<file path="src/rtl/controlador_operacoes_matriz_if.sv">
// Command, memory and operation-unit bundle for the 5x5 int8 matrix sequencer.
// master = controller side, slave = environment (host, row memory, operation unit).
interface controlador_operacoes_matriz_if #(
  parameter int LARGURA_END = 8
);
  logic                   cmd_valido;
  logic                   cmd_pronto;
  logic [2:0]             cmd_operacao;
  logic [LARGURA_END-1:0] cmd_end_a;
  logic [LARGURA_END-1:0] cmd_end_b;
  logic [LARGURA_END-1:0] cmd_end_r;
  logic [7:0]             cmd_escalar;

  logic [LARGURA_END-1:0] mem_end;
  logic                   mem_le;
  logic [39:0]            mem_dado_lido;
  logic                   mem_escreve;
  logic [39:0]            mem_dado_escrita;

  logic [2:0]             op_operacao;
  logic [199:0]           op_matriz_a;
  logic [199:0]           op_matriz_b;
  logic [7:0]             op_escalar;
  logic [199:0]           op_resultado;

  logic                   ocupado;
  logic                   concluido;
  logic                   erro;

  modport master (
    input  cmd_valido, cmd_operacao, cmd_end_a, cmd_end_b, cmd_end_r, cmd_escalar,
    input  mem_dado_lido, op_resultado,
    output cmd_pronto, mem_end, mem_le, mem_escreve, mem_dado_escrita,
    output op_operacao, op_matriz_a, op_matriz_b, op_escalar,
    output ocupado, concluido, erro
  );

  modport slave (
    output cmd_valido, cmd_operacao, cmd_end_a, cmd_end_b, cmd_end_r, cmd_escalar,
    output mem_dado_lido, op_resultado,
    input  cmd_pronto, mem_end, mem_le, mem_escreve, mem_dado_escrita,
    input  op_operacao, op_matriz_a, op_matriz_b, op_escalar,
    input  ocupado, concluido, erro
  );
endinterface

</file>
<file path="src/rtl/controlador_operacoes_matriz.sv">
// Sequencer for the 5x5 int8 matrix unit: fetch rows, run the unit, write back, pulse concluido.
// Optional CTRL_FILA_CMD_EN adds a one-entry command buffer so a command can queue while busy.
module controlador_operacoes_matriz #(
  parameter int LARGURA_END = 8,
  parameter int LAT_OP      = 1,
  parameter int LAT_MULT    = 2
) (
  input logic clk,
  input logic rst_n,
  controlador_operacoes_matriz_if.master bus
);

  typedef enum logic [2:0] {
    OCIOSO, LE_A, LE_B, CAPTURA, EXECUTA, ESCREVE, CONCLUIDO
  } estado_t;

  typedef struct packed {
    logic [2:0]             op;
    logic [LARGURA_END-1:0] end_a;
    logic [LARGURA_END-1:0] end_b;
    logic [LARGURA_END-1:0] end_r;
    logic [7:0]             escalar;
  } cmd_t;

  estado_t      estado, estado_nxt;
  cmd_t         cmd_atual, cmd_entrada, cmd_inicio;
  logic         inicia, aceita, binaria;
  logic [7:0]   cnt, lat_alvo;
  logic [199:0] mat_a, mat_b, mat_a_nxt, mat_b_nxt, resultado;
  logic         leitura_pend, leitura_b;
  logic [2:0]   leitura_idx;

  assign cmd_entrada = {bus.cmd_operacao, bus.cmd_end_a, bus.cmd_end_b,
                        bus.cmd_end_r, bus.cmd_escalar};
  assign aceita      = bus.cmd_valido && bus.cmd_pronto;
  assign binaria     = (cmd_atual.op == 3'd0) || (cmd_atual.op == 3'd1) ||
                       (cmd_atual.op == 3'd5);
  assign lat_alvo    = (cmd_atual.op == 3'd5) ? 8'(LAT_MULT) : 8'(LAT_OP);

`ifdef CTRL_FILA_CMD_EN
  logic fila_valida;
  cmd_t fila;
  assign bus.cmd_pronto = !fila_valida;
`else
  assign bus.cmd_pronto = (estado == OCIOSO);
`endif

  assign bus.ocupado   = (estado != OCIOSO);
  assign bus.concluido = (estado == CONCLUIDO);
  assign bus.erro      = (estado == CONCLUIDO) && (cmd_atual.op >= 3'd6);

  // NOTE: every always_comb output gets a default first so no path can infer a latch.
  always_comb begin
    estado_nxt = estado;
    inicia     = 1'b0;
    cmd_inicio = cmd_entrada;
    case (estado)
      OCIOSO:    if (aceita) inicia = 1'b1;
      LE_A:      if (cnt == 8'd4) estado_nxt = binaria ? LE_B : CAPTURA;
      LE_B:      if (cnt == 8'd4) estado_nxt = CAPTURA;
      CAPTURA:   estado_nxt = EXECUTA;
      EXECUTA:   if (cnt == lat_alvo - 8'd1) estado_nxt = ESCREVE;
      ESCREVE:   if (cnt == 8'd4) estado_nxt = CONCLUIDO;
      CONCLUIDO: begin
        estado_nxt = OCIOSO;
`ifdef CTRL_FILA_CMD_EN
        if (fila_valida) begin
          inicia     = 1'b1;
          cmd_inicio = fila;
        end else if (aceita) begin
          inicia = 1'b1;
        end
`endif
      end
      default:   estado_nxt = OCIOSO;
    endcase
    // Illegal opcodes skip all memory traffic and report straight away.
    if (inicia) estado_nxt = (cmd_inicio.op >= 3'd6) ? CONCLUIDO : LE_A;
  end

  always_comb begin
    bus.mem_le           = 1'b0;
    bus.mem_escreve      = 1'b0;
    bus.mem_end          = '0;
    bus.mem_dado_escrita = '0;
    case (estado)
      LE_A: begin
        bus.mem_le  = 1'b1;
        bus.mem_end = cmd_atual.end_a + LARGURA_END'(cnt[2:0]);
      end
      LE_B: begin
        bus.mem_le  = 1'b1;
        bus.mem_end = cmd_atual.end_b + LARGURA_END'(cnt[2:0]);
      end
      ESCREVE: begin
        bus.mem_escreve      = 1'b1;
        bus.mem_end          = cmd_atual.end_r + LARGURA_END'(cnt[2:0]);
        bus.mem_dado_escrita = resultado[40*int'(cnt[2:0]) +: 40];
      end
      default: ;
    endcase
  end

  // Read data returns one cycle after the strobe; the delayed tag says where it lands.
  always_comb begin
    mat_a_nxt = mat_a;
    mat_b_nxt = mat_b;
    if (leitura_pend) begin
      if (leitura_b) mat_b_nxt[40*int'(leitura_idx) +: 40] = bus.mem_dado_lido;
      else           mat_a_nxt[40*int'(leitura_idx) +: 40] = bus.mem_dado_lido;
    end
  end

  // NOTE: sequential state uses non-blocking assignments so all registers update together.
  always_ff @(posedge clk or negedge rst_n) begin
    if (!rst_n) begin
      estado          <= OCIOSO;
      cnt             <= '0;
      cmd_atual       <= '0;
      leitura_pend    <= 1'b0;
      leitura_b       <= 1'b0;
      leitura_idx     <= '0;
      // NOTE: the operand/result registers are plain flops, so they are cleared here too.
      mat_a           <= '0;
      mat_b           <= '0;
      resultado       <= '0;
      bus.op_operacao <= '0;
      bus.op_escalar  <= '0;
      bus.op_matriz_a <= '0;
      bus.op_matriz_b <= '0;
`ifdef CTRL_FILA_CMD_EN
      fila_valida     <= 1'b0;
      fila            <= '0;
`endif
    end else begin
      estado       <= estado_nxt;
      cnt          <= (estado_nxt != estado) ? 8'd0 : cnt + 8'd1;
      leitura_pend <= bus.mem_le;
      leitura_b    <= (estado == LE_B);
      leitura_idx  <= cnt[2:0];
      mat_a        <= mat_a_nxt;
      mat_b        <= mat_b_nxt;
      if (inicia) cmd_atual <= cmd_inicio;
      // Operands are frozen on entry to EXECUTA, including the row returning this cycle.
      if (estado == CAPTURA) begin
        bus.op_operacao <= cmd_atual.op;
        bus.op_escalar  <= cmd_atual.escalar;
        bus.op_matriz_a <= mat_a_nxt;
        bus.op_matriz_b <= mat_b_nxt;
      end
      if ((estado == EXECUTA) && (estado_nxt == ESCREVE)) resultado <= bus.op_resultado;
`ifdef CTRL_FILA_CMD_EN
      if ((estado == CONCLUIDO) && fila_valida) begin
        fila_valida <= 1'b0;
      end else if (aceita && (estado != OCIOSO) && (estado != CONCLUIDO)) begin
        fila        <= cmd_entrada;
        fila_valida <= 1'b1;
      end
`endif
    end
  end

endmodule

</file>
<file path="src/flat_wrapper.sv">
// flat-port wrapper written by rule: the top's interface ports become plain ports
module controlador_operacoes_matriz_flat 
#(
  parameter int LARGURA_END = 8,
  parameter int LAT_OP      = 1,
  parameter int LAT_MULT    = 2
)
  (clk, rst_n, bus_cmd_valido, bus_cmd_operacao, bus_cmd_end_a, bus_cmd_end_b, bus_cmd_end_r, bus_cmd_escalar, bus_mem_dado_lido, bus_op_resultado, bus_cmd_pronto, bus_mem_end, bus_mem_le, bus_mem_escreve, bus_mem_dado_escrita, bus_op_operacao, bus_op_matriz_a, bus_op_matriz_b, bus_op_escalar, bus_ocupado, bus_concluido, bus_erro);
  controlador_operacoes_matriz_if #(.LARGURA_END(LARGURA_END)) bus_i ();
  input logic clk;
  input logic rst_n;
  input wire logic [$bits(bus_i.cmd_valido)-1:0] bus_cmd_valido;
  input wire logic [$bits(bus_i.cmd_operacao)-1:0] bus_cmd_operacao;
  input wire logic [$bits(bus_i.cmd_end_a)-1:0] bus_cmd_end_a;
  input wire logic [$bits(bus_i.cmd_end_b)-1:0] bus_cmd_end_b;
  input wire logic [$bits(bus_i.cmd_end_r)-1:0] bus_cmd_end_r;
  input wire logic [$bits(bus_i.cmd_escalar)-1:0] bus_cmd_escalar;
  input wire logic [$bits(bus_i.mem_dado_lido)-1:0] bus_mem_dado_lido;
  input wire logic [$bits(bus_i.op_resultado)-1:0] bus_op_resultado;
  output wire logic [$bits(bus_i.cmd_pronto)-1:0] bus_cmd_pronto;
  output wire logic [$bits(bus_i.mem_end)-1:0] bus_mem_end;
  output wire logic [$bits(bus_i.mem_le)-1:0] bus_mem_le;
  output wire logic [$bits(bus_i.mem_escreve)-1:0] bus_mem_escreve;
  output wire logic [$bits(bus_i.mem_dado_escrita)-1:0] bus_mem_dado_escrita;
  output wire logic [$bits(bus_i.op_operacao)-1:0] bus_op_operacao;
  output wire logic [$bits(bus_i.op_matriz_a)-1:0] bus_op_matriz_a;
  output wire logic [$bits(bus_i.op_matriz_b)-1:0] bus_op_matriz_b;
  output wire logic [$bits(bus_i.op_escalar)-1:0] bus_op_escalar;
  output wire logic [$bits(bus_i.ocupado)-1:0] bus_ocupado;
  output wire logic [$bits(bus_i.concluido)-1:0] bus_concluido;
  output wire logic [$bits(bus_i.erro)-1:0] bus_erro;
  assign bus_i.cmd_valido = bus_cmd_valido;
  assign bus_i.cmd_operacao = bus_cmd_operacao;
  assign bus_i.cmd_end_a = bus_cmd_end_a;
  assign bus_i.cmd_end_b = bus_cmd_end_b;
  assign bus_i.cmd_end_r = bus_cmd_end_r;
  assign bus_i.cmd_escalar = bus_cmd_escalar;
  assign bus_i.mem_dado_lido = bus_mem_dado_lido;
  assign bus_i.op_resultado = bus_op_resultado;
  assign bus_cmd_pronto = bus_i.cmd_pronto;
  assign bus_mem_end = bus_i.mem_end;
  assign bus_mem_le = bus_i.mem_le;
  assign bus_mem_escreve = bus_i.mem_escreve;
  assign bus_mem_dado_escrita = bus_i.mem_dado_escrita;
  assign bus_op_operacao = bus_i.op_operacao;
  assign bus_op_matriz_a = bus_i.op_matriz_a;
  assign bus_op_matriz_b = bus_i.op_matriz_b;
  assign bus_op_escalar = bus_i.op_escalar;
  assign bus_ocupado = bus_i.ocupado;
  assign bus_concluido = bus_i.concluido;
  assign bus_erro = bus_i.erro;
  controlador_operacoes_matriz #(.LARGURA_END(LARGURA_END), .LAT_OP(LAT_OP), .LAT_MULT(LAT_MULT)) u_core (.clk(clk), .rst_n(rst_n), .bus(bus_i));
endmodule
</file>
<file path="config.mk">
export PLATFORM = sky130hd
export DESIGN_NAME = controlador_operacoes_matriz_flat
export DESIGN_NICKNAME = d
export VERILOG_FILES = /design/src/rtl/controlador_operacoes_matriz_if.sv /design/src/rtl/controlador_operacoes_matriz.sv /design/src/flat_wrapper.sv
export SDC_FILE = /design/constraint.sdc
export NUM_CORES = 1
export LEC_CHECK = 0
export CAP_MARGIN = 5
export CELL_PAD_IN_SITES_DETAIL_PLACEMENT = 1
export CELL_PAD_IN_SITES_GLOBAL_PLACEMENT = 2
export CORE_AREA = 2 2 311 466
export CTS_CLUSTER_SIZE = 10
export DETAILED_ROUTE_END_ITERATION = 12
export DIE_AREA = 0 0 313 468
export PLACE_DENSITY_LB_ADDON = 0.1
export SLEW_MARGIN = 25
export SYNTH_ARGS = -nofsm -noshare
export SYNTH_HDL_FRONTEND = slang
export SYNTH_SLANG_ARGS = --single-unit
export TNS_END_PERCENT = 5
</file>
<file path="constraint.sdc">
create_clock -name clk -period 3.6 [get_ports clk]
set_input_delay 0.54 -clock clk [delete_from_list [all_inputs] [get_ports clk]]
set_output_delay 0.54 -clock clk [all_outputs]
set_load 0.01 [all_outputs]
</file>
==> summary.txt <==
============================================================================
Half-perimeter wire length after detailed placement               134,000 um
Share of post-route cells with drive strength above 1                  24.4%
Count of final setup violators                                             6
Slew @ Worst Pin                                                    0.948 ns
Area of the core                                                143,000 sq um
MaxCap Viol Count                                                          0
Final Wtd Congestion                                                   0.915
I/O pin total                                                            743
Buffers plus inverters on the worst setup path                             1
Kind of critical path                                           flop to primary output
Total via count in the routed design                                  33,500
Worst slew margin relative to its limit                                36.8%
Critical path's top delay family                                simple AND/OR/NAND/NOR gates
Clock tree sinks                                                       1,062
Synthesized netlist cell count                                         3,748
Number of standard-cell rows in the floorplan                            170
Die extent in x                                                       313 um
Most common library cell in the layout ignoring fill and taps   sky130_fd_sc_hd__dfrtp_1
Antenna violations before repair                                          22
Effective utilization at floorplan                                     31.7%
Number of max-slew violations in the final report                          0
Skew final                                                         0.0374 ns
CTS Root Buffer Type                                            sky130_fd_sc_hd__clkbuf_16
CP endpoint kind                                                primary output
Number of global-route vias before repair                             36,700
Final critical path time including I/O delays and setup              3.96 ns
Die area                                                        146,000 sq um
Global-route wire length before repair                            257,000 um
Most common flop cell mapped by yosys                           sky130_fd_sc_hd__dfrtp_1
R2R depth                                                                 13
Final period util                                                       110%
Largest stage delay, worst path                                      0.42 ns
Number of synthesis warnings                                               0
RSZ-0062 raised after global routing                                     yes
Detailed Route Iter0 Violations                                        1,603
Sum of negative setup slack                                         -1.10 ns
CP required                                                          3.06 ns
Power per standard cell area                                     985 nW/um^2
Min setup slack post-route                                         -0.358 ns
Violations in the final reports                                 setup timing
CTS clk-pin slew, worst paths                                        0.06 ns
Overall routed net length                                         177,000 um
Stages on the worst setup path                                            11
IO Port Bufs                                                             742
Area grow syn2layout                                                   33.6%
Drt drc                                                                    0
Via count normalized by instance count                                  5.07
Worst path arrival time                                              3.42 ns
Post-synthesis sequential element count                                1,062
Maximum fanout count along the critical path                               3
Final instance count without filler cells                              6,610
Total congestion overflow                                                  0
Result of the run                                               finished, violations left
First-pass detailed-route iteration total                                  5
Synthesized net count                                                  4,038
Average wire per cell in the routed design                           26.7 um
Post-layout net count                                                  4,978
Latest clock arrival within the worst-skew pair                      0.78 ns
Summed instance area of the synthesized netlist                 45,300 sq um
Number of buffers inserted during clock tree synthesis                   118
Cell area after placement                                       57,000 sq um
# placed instances                                                     6,447
Synth Area per Inst                                               12.1 sq um
CP Launch Type                                                          flop
Max H-tree Level                                                           3
Number of buffers on the longest clock path                                3
Netlist cell types                                                        79
Antenna violation net count after detailed routing                         0
Largest net degree at the start of global routing                        169
Slowest CP cell                                                 sky130_fd_sc_hd__or3b_4
Maximum VDD drop                                                    0.722 mV
Post-synth EDFFs                                                           0
Cell area after layout                                          60,500 sq um
Filler instances                                                      15,100
Die extent in y                                                       468 um
Highest Clock Rate                                                 0.253 GHz
Final-report hold violation count                                          0
Critical Path, Cell by Cell                                     or3b_4 -> and3_4 -> a221o_1 -> ha_1 -> a21o_1 -> a21oi_2 -> nor3_2 -> nor3b_2 -> xor2_1 -> nor2_2 -> buf_2
Power, Total                                                         59.6 mW
Most used cells in the layout excluding fill and tap cells      sky130_fd_sc_hd__dfrtp_1 (1,058), sky130_fd_sc_hd__clkdlybuf4s50_1 (720), sky130_fd_sc_hd__mux2_2 (570)
Static leakage                                                       26.7 nW
Overall track demand over capacity in global routing                   24.1%
CTS tree                                                                 yes
Sequential cell area fraction in the yosys report                      58.7%
Worst min-delay path class                                      input port to async pin
Async set-or-reset flop fraction in the synthesized netlist             100%
============================================================================
[path summary, 6_finish.rpt]
kind / startpoint / endpoint / slack [ns]
min reg2reg: u_core.cmd_atual[7]$_DFFE_PN0P_ / u_core.bus.op_escalar[7]$_DFFE_PN0P_ / 0.46
max: u_core.estado[2]$_DFF_PN0_ / bus_mem_end[7] / -0.36
max in group asynchronous: rst_n / u_core.resultado[176]$_DFFE_PN0P_ / 2.02
min: rst_n / u_core.bus.op_matriz_a[120]$_DFFE_PN0P_ / 0.38
min in group clk: bus_op_resultado[182] / u_core.resultado[182]$_DFFE_PN0P_ / 0.38
max reg2reg: u_core.leitura_idx[0]$_DFF_PN0_ / u_core.bus.op_matriz_a[183]$_DFFE_PN0P_ / 0.13
[synth_stat cells, types with 5 or more instances]
library cell                number  area share, %
sky130_fd_sc_hd__inv_1          52           0.43
sky130_fd_sc_hd__buf_1          12          0.099
sky130_fd_sc_hd__o21a_1          7           0.12
sky130_fd_sc_hd__xnor2_1         5          0.097
sky130_fd_sc_hd__and2_1         51           0.70
sky130_fd_sc_hd__nor2_1        320            2.7
sky130_fd_sc_hd__nor2b_1        31           0.43
sky130_fd_sc_hd__dfrtp_1      1062             59
sky130_fd_sc_hd__o22ai_1        31           0.43
sky130_fd_sc_hd__clkbuf_1      177            1.5
sky130_fd_sc_hd__nor4_1         11           0.15
sky130_fd_sc_hd__o22a_1          6           0.12
sky130_fd_sc_hd__o21ai_1        10           0.11
sky130_fd_sc_hd__nor3b_1         7           0.12
sky130_fd_sc_hd__a22oi_1        67            1.1
sky130_fd_sc_hd__buf_2          45           0.50
sky130_fd_sc_hd__a32o_1         14           0.31
sky130_fd_sc_hd__a22o_1         34           0.66
sky130_fd_sc_hd__ha_1           11           0.30
sky130_fd_sc_hd__mux4_2         41            2.0
sky130_fd_sc_hd__or2_2           5          0.069
sky130_fd_sc_hd__xor2_1         12           0.23
sky130_fd_sc_hd__nand2_1       367            3.0
sky130_fd_sc_hd__nand2b_1       21           0.29
sky130_fd_sc_hd__o2bb2ai_1      23           0.44
sky130_fd_sc_hd__nand4_1         9           0.12
sky130_fd_sc_hd__a21oi_1       112            1.2
sky130_fd_sc_hd__mux2_2        570             14
sky130_fd_sc_hd__mux2i_1        83            1.8
sky130_fd_sc_hd__nand3_1        34           0.38
sky130_fd_sc_hd__and3_1         16           0.22
sky130_fd_sc_hd__a21o_1         30           0.50
sky130_fd_sc_hd__a31oi_1        34           0.47
sky130_fd_sc_hd__o31ai_1       108            1.8
sky130_fd_sc_hd__o211ai_1        5          0.083
sky130_fd_sc_hd__mux2_1          9           0.22
sky130_fd_sc_hd__nor3_1         61           0.67
sky130_fd_sc_hd__o21ai_0       165            1.8
sky130_fd_sc_hd__a32oi_1        12           0.23
[final cells by class]
| cell class | instances | area (sq um) | share of cell area, % |
|---|---|---|---|
| tap | 1892 | 2370 | 3.91 |
| clock buffer | 137 | 3060 | 5.06 |
| clock inverter | 9 | 184 | 0.304 |
| timing repair buffer | 1056 | 10300 | 17.0 |
| multi-input combinational | 2395 | 17800 | 29.5 |
| sequential | 1062 | 26600 | 43.9 |
| inverter | 55 | 208 | 0.343 |
| antenna | 4 | 10.0 | 0.0165 |
[kinds of logic after synthesis]
| group | after synthesis | synth area share, % |
|---|---|---|
| buffers and inverters | 291 | 2.55 |
| xor gates and xnor gates | 17 | 0.329 |
| and+or+nand+nor | 976 | 9.74 |
| DFF | 1062 | 58.7 |
| muxes | 703 | 18.3 |
| AOI/OAI and AO/OA | 687 | 10.1 |
| adders and majority gates | 12 | 0.348 |
[metal layers]
layer  wire [um]  global-route usage (%)
met3       14600                    8.32
met5          78                       0
met4        5560                    7.87
met2       86200                    40.9
met1       70300                    28.4
[state kept, by name, summed over array words and instances (netlist names), 3 cells and up]
register / cells
u_core.mat_b: 200
u_core.estado: 3
u_core.cmd_atual: 35
u_core.bus.op_matriz_b: 200
u_core.cnt: 8
u_core.leitura_idx: 3
u_core.bus.op_matriz_a: 200
u_core.bus.op_operacao: 3
u_core.resultado: 200
u_core.mat_a: 200
u_core.bus.op_escalar: 8
[timing repair]
item,4_1_cts,5_1_grt
hold buffers,1,0
resized for setup,70,34
buffers inserted,5,10
pin swaps,10,14
setup endpoints to repair,99,284
endpoints found under the hold margin,33,0
[through the flow]
step | utilization (%) | hold slack, ns | setup slack (ns)
global placement | 39.9 | 0.446 | -0.204
detailed placement | 39.9 | 0.455 | -0.225
global route | 42.4 | 0.345 | -0.521
floorplan | - | 0.244 | 0.0355
CTS | 42.3 | 0.298 | -0.462
finish | 42.4 | 0.375 | -0.358
[worst reg2reg max path, cell delays in order, from the launching register on]
cell and delay (ns):
sky130_fd_sc_hd__dfrtp_2 0.40, sky130_fd_sc_hd__ha_1 0.23, sky130_fd_sc_hd__ha_1 0.20, sky130_fd_sc_hd__inv_1 0.06, sky130_fd_sc_hd__ha_1 0.19, sky130_fd_sc_hd__nor4bb_4 0.25, sky130_fd_sc_hd__buf_4 0.20, sky130_fd_sc_hd__buf_4 0.20
sky130_fd_sc_hd__nor2_1 0.18, sky130_fd_sc_hd__a22oi_1 0.57, sky130_fd_sc_hd__buf_12 0.21, sky130_fd_sc_hd__nor2_1 0.06, sky130_fd_sc_hd__mux2_1 0.32, sky130_fd_sc_hd__mux2_2 0.26
[where the power goes]
part	total, mW	switching [mW]	internal, mW
Combinational	29.9	17.0	12.9
Clock	10.9	4.87	5.99
Sequential	18.9	2.35	16.5
Power figures use the tool's default switching activity.
